`config.mk`:
```
export PLATFORM = sky130hd
export DESIGN_NAME = alu_seq
export DESIGN_NICKNAME = d
export VERILOG_FILES = /design/src/rtl/alu_seq.sv
export SDC_FILE = /design/constraint.sdc
export NUM_CORES = 1
export LEC_CHECK = 0
export CAP_MARGIN = 20
export CORE_AREA = 2 2 137 85
export DETAILED_ROUTE_END_ITERATION = 10
export DIE_AREA = 0 0 139 87
export PLACE_DENSITY = 0.86
export SETUP_SLACK_MARGIN = 0.2
export SLEW_MARGIN = 20
export SYNTH_ARGS = -nofsm -noshare
export SYNTH_HDL_FRONTEND = slang
export SYNTH_SLANG_ARGS = --single-unit
```
`constraint.sdc`:
```
create_clock -name clk_i -period 3.1 [get_ports clk_i]
set_input_delay 0.465 -clock clk_i [delete_from_list [all_inputs] [get_ports clk_i]]
set_output_delay 0.465 -clock clk_i [all_outputs]
set_load 0.01 [all_outputs]
```
`src/rtl/alu_seq.sv`:
```
// ----------------------------------------------------------------------------
// alu_seq
//
// Byte-serial multi-byte add/subtract sequencer. An operation of
// NBYTES*8 bits is broken into NBYTES byte steps (LSB first). Each step is
// evaluated by an external combinational 8-bit arithmetic ALU. The ripple
// carry (or borrow) is kept in a local register between steps.
//
// Parameters
//   NBYTES       operand width in bytes, 1..8 (default 4)
//
// Build option
//   ALU_SEQ_ZERO_FLAG_EN  when defined, adds the registered zero_o output.
//
// Ports
//   clk_i        clock, all state on the rising edge
//   rst_i        asynchronous active-high reset
//   start_i      operation request, sampled only in IDLE
//   op_i         00 add, 01 add+carry-in, 10 sub, 11 sub+borrow-in
//   cin_i        carry/borrow-in, used only for op 01/11
//   a_i, b_i     operands (subtraction computes a - b)
//   busy_o       high while bytes are being processed
//   done_o       one-cycle completion pulse
//   result_o     result register
//   cout_o       final carry (add) or borrow (sub)
//   alu_rs_o     ALU operand 1 (byte of a)
//   alu_op2_o    ALU operand 2 (byte of b)
//   alu_op_o     ALU operation, always the carry/borrow-in variant
//   alu_carry_o  ALU carry/borrow-in
//   alu_res_i    ALU byte result, same cycle
//   alu_cout_i   ALU carry/borrow-out, same cycle
//   zero_o       (option) result was zero at the last completion
//
// State table
//   state   | meaning
//   IDLE    | waiting for start_i, result/cout held
//   RUN     | one byte per cycle through the external ALU
//   DONE    | done_o pulse, result and cout valid
// ----------------------------------------------------------------------------
module alu_seq #(
    parameter int NBYTES = 4
) (
    input  logic                  clk_i,
    input  logic                  rst_i,
    input  logic                  start_i,
    input  logic [1:0]            op_i,
    input  logic                  cin_i,
    input  logic [8*NBYTES-1:0]   a_i,
    input  logic [8*NBYTES-1:0]   b_i,
    output logic                  busy_o,
    output logic                  done_o,
    output logic [8*NBYTES-1:0]   result_o,
    output logic                  cout_o,
    output logic [7:0]            alu_rs_o,
    output logic [7:0]            alu_op2_o,
    output logic [1:0]            alu_op_o,
    output logic                  alu_carry_o,
    input  logic [7:0]            alu_res_i,
    input  logic                  alu_cout_i
`ifdef ALU_SEQ_ZERO_FLAG_EN
    ,
    output logic                  zero_o
`endif
);

    localparam int W  = 8 * NBYTES;
    localparam int IW = 3;
    localparam logic [IW-1:0] LAST_IDX = IW'(NBYTES - 1);

    typedef enum logic [1:0] {
        S_IDLE = 2'd0,
        S_RUN  = 2'd1,
        S_DONE = 2'd2
    } state_t;

    state_t          state_q, state_d;
    logic [IW-1:0]   idx_q, idx_d;
    logic [W-1:0]    a_q, a_d;
    logic [W-1:0]    b_q, b_d;
    logic            sub_q, sub_d;
    logic            carry_q, carry_d;
    logic [W-1:0]    result_q, result_d;
    logic [5:0]      bit_base;

`ifdef ALU_SEQ_ZERO_FLAG_EN
    logic            zero_q;
`endif

    assign bit_base = {idx_q, 3'b000};

    always_ff @(posedge clk_i or posedge rst_i) begin
        if (rst_i) begin
            state_q  <= S_IDLE;
            idx_q    <= '0;
            a_q      <= '0;
            b_q      <= '0;
            sub_q    <= 1'b0;
            carry_q  <= 1'b0;
            result_q <= '0;
        end else begin
            state_q  <= state_d;
            idx_q    <= idx_d;
            a_q      <= a_d;
            b_q      <= b_d;
            sub_q    <= sub_d;
            carry_q  <= carry_d;
            result_q <= result_d;
        end
    end

`ifdef ALU_SEQ_ZERO_FLAG_EN
    // Evaluated on the RUN->DONE edge from the final result so the flag is
    // already valid alongside done_o; held until the next completion.
    always_ff @(posedge clk_i or posedge rst_i) begin
        if (rst_i) begin
            zero_q <= 1'b0;
        end else if (state_q == S_RUN && state_d == S_DONE) begin
            zero_q <= (result_d == '0);
        end
    end

    assign zero_o = zero_q;
`endif

    always_comb begin
        state_d     = state_q;
        idx_d       = idx_q;
        a_d         = a_q;
        b_d         = b_q;
        sub_d       = sub_q;
        carry_d     = carry_q;
        result_d    = result_q;
        alu_rs_o    = 8'h00;
        alu_op2_o   = 8'h00;
        alu_op_o    = 2'b00;
        alu_carry_o = 1'b0;

        case (state_q)
            S_IDLE: begin
                if (start_i) begin
                    state_d = S_RUN;
                    idx_d   = '0;
                    a_d     = a_i;
                    b_d     = b_i;
                    sub_d   = op_i[1];
                    // Plain add/sub start with no carry/borrow-in.
                    carry_d = op_i[0] & cin_i;
                end
            end
            S_RUN: begin
                // Always use the carry-in ALU variant; the first byte gets
                // either cin_i or 0 through the carry register.
                alu_rs_o    = a_q[bit_base +: 8];
                alu_op2_o   = b_q[bit_base +: 8];
                alu_op_o    = {sub_q, 1'b1};
                alu_carry_o = carry_q;
                result_d[bit_base +: 8] = alu_res_i;
                carry_d     = alu_cout_i;
                idx_d       = idx_q + 1'b1;
                if (idx_q == LAST_IDX) begin
                    state_d = S_DONE;
                end
            end
            S_DONE: begin
                state_d = S_IDLE;
            end
            default: begin
                state_d = S_IDLE;
            end
        endcase
    end

    assign busy_o   = (state_q == S_RUN);
    assign done_o   = (state_q == S_DONE);
    assign result_o = result_q;
    assign cout_o   = carry_q;

endmodule

```
==> reports/metrics.yaml <==
outcome:
  status: "finished clean"
die:
  rows: 30
  die_x_um: 139
  io_pins: 133
  dieArea_um2: 12100
  start_util: 0.418
  coreArea_um2: 11000
  die_h_um: 87
routing:
  wl_per_cell_um: 15.7
  drt_iter0_markers: 174
  viasPerCell: 4.94
  drt_pass1_iterations: 4
  num_vias: 3476
  wirelength_um: 11000
  ant_nets: 0
  drc: 0
logic_synthesis:
  synthMuxAreaShare: 0.157
  netlist_instances: 428
  ys_warn_count: 0
  ys_top_cells_by_area: "dfrtp_1 56%, nand2_1 16%, mux2_2 7.9%"
  post_synth.cell_area_avg_um2: 10.7
  synth_top_cell_area_share: 0.563
  ys_ff_latch: 103
  ys_types: 28
  yosys.area_share.xor_xnor: 0
  synth_fp_nets: 511
  yosysSeqAreaShare: 0.563
  synth_compound_area_frac: 0.00928
  synth_adder_area_share: 0.0109
  syn_area_um2: 4580
  synth_top_family_by_area: "simple AND/OR/NAND/NOR gates"
  synth_largest_area_cell: "dfrtp_1"
  yosys.area_share.simple: 0.230
worst_setup_path:
  critPathSlowestCell: "or3b_2"
  cp_max_fo: 17
  cp_top_family: "simple AND/OR/NAND/NOR gates"
  required_ns: 2.63
  path_buf_inv: 1
  critical_path_class: "reg2out"
  cp-end-kind: "output pin"
  crit_chain: "or3b_2 > and2b_2 > clkdlybuf4s50_1"
  r2r_start: "idx_q[1]"
  cpPeakStageDelay_ns: 0.71
  startpoint: "state_q[1]"
  worstPathArrival_ns: 2.31
  startpoint_type: "register"
power_and_ir_drop:
  power_density_nw_per_um2: 1030
  max-vdd-ir-drop_v: 0.000549
  p_leak_nw: 2.96
global_route:
  grt-ovfl-total: 0
  track_usage: 0.194
  met1_usage: 0.267
  grt_pass1_vias: 3632
  busiest_layer: "met2"
  grt_util_met3: 0.0654
  grtUsageMet2: 0.309
  grt_max_degree: 104
  antenna_found_initial: 1
  grt_pass1_wl_um: 18500
final_layout:
  synthToLayoutAreaGrowth_pct: 38.3
  fin_nets: 636
  final_cell_mix: "197 x nand2_1, 132 x clkdlybuf4s50_1, 103 x dfrtp_1"
  final_common_cell: "nand2_1"
  design_area_um2: 6330
  drive_above_1_share: 0.163
timing:
  rsz0062_at_grt: "false"
  period_share: 0.894
  final.min_clock_period_ns: 2.77
  finClkSkew_ns: 0.00731
  whs_ns: 0.474
  setup_slack_ns: 0.330
  relSlewSlack: 0.471
  tightest_slew_ns: 0.793
  final_max_slew_viol_count: 0
  setup_viol: 0
  setup-tns-final_ns: 0
  hold_viol_final: 0
  max_freq_mhz: 361
placement:
  dp_slack_ns: 0.600
  io_buffers: 132
  place_hpwl_um: 8050
  place_area_um2: 6050
  gp_congestion: 0.796
job:
  maxCapViolations: 0
clock_network:
  cts_buffers: 9
  clk_pin_slew_worst_paths_ns: 0.07
  postCtsHoldBufs: 0
  cts_buffer_depth: 2
  clock_latency_ns: 0.34
  htreeDepth: 3
  cts_tree: "built"
  clkSinkCount: 103
  cts_root_buf: "clkbuf_16"
hold_path:
  hold_class: "reg2reg"
  hp-start: "a_q[26]"
==> area by class of cell <==
cell class	instances	area, µm²
tap	144	180
multi-input combinational	295	1870
clock buffer	10	239
inverter	5	22.5
sequential	103	2580
fill	876	4630
clock inverter	6	43.8
timing repair buffer	139	1400
antenna	1	2.50
==> through the flow <==
stage	power [mW]	std cells	util
finish	6.52	703	0.578
detailed placement	5.50	686	0.552
floorplan	4.15	428	-
global route	6.98	702	0.578
CTS	6.60	702	0.578
global placement	5.35	686	0.552
==> flip-flops by register name, indices dropped and copies added, names as in the netlist <==
name      count
result_o     32
sub_q         1
idx_q         3
b_q          32
state_q       2
cout_o        1
a_q          32
==> timing repair <==
item,CTS,global route
buffers inserted,0,0
resized for setup,0,1
setup endpoints to repair,0,7
==> logic make-up after synthesis <==
logic type | Yosys count
compound gates | 6
fa+ha+maj | 4
simple gates | 237
mux | 48
flops | 103
buf+inv | 30
==> synthesized netlist by cell type <==
master	n
a32oi_1	1
and2_1	3
and2b_1	1
and2b_2	14
and3_1	1
and4bb_2	1
buf_2	10
buf_4	1
clkbuf_1	13
clkbuf_8	1
dfrtp_1	103
ha_1	4
inv_1	5
mux2_2	32
mux4_2	16
nand2_1	197
nand2b_1	1
nand3_1	3
nand3b_1	1
nand4b_4	1
nor2b_1	10
nor3_1	1
nor3b_1	1
o2111a_1	1
o21ai_0	3
o31ai_1	1
or3b_1	1
or3b_2	1
==> report_power, final <==
group / leakage, nW / total, mW / switching, mW / internal (mW)
Sequential: 1.25 / 2.40 / 0.399 / 2.00
Combinational: 1.56 / 3.05 / 1.34 / 1.71
Clock: 0.139 / 1.07 / 0.501 / 0.571
Total: 2.96 / 6.52 / 2.24 / 4.29
==> routing by layer <==
metal | vias up | part of all wire | wire (µm)
met3 | 9 | 0.081 | 890
li1 | 1626 | - | -
met1 | 1717 | 0.46 | 5090
met5 | - | 0 | 0
met2 | 124 | 0.45 | 4970
met4 | 0 | 0.0062 | 68
==> worst min-delay path, cell delays in order (launching register included) <==
cell	delay, ns
dfrtp_1	0.34
nand2_1	0.05
nand2_1	0.05
==> final timing paths <==
kind,endpoint,slack [ns],cells past startpoint
setup / recovery,alu_rs_o[7],0.33,3
min in group asynchronous,result_o[24],0.63,3
max in group asynchronous,b_q[5],2.04,3
hold / removal,a_q[26],0.47,2
hold reg to reg,a_q[26],0.47,2
setup reg to reg,result_o[21],0.60,6
Note: power is estimated with default switching activity, not from simulation.
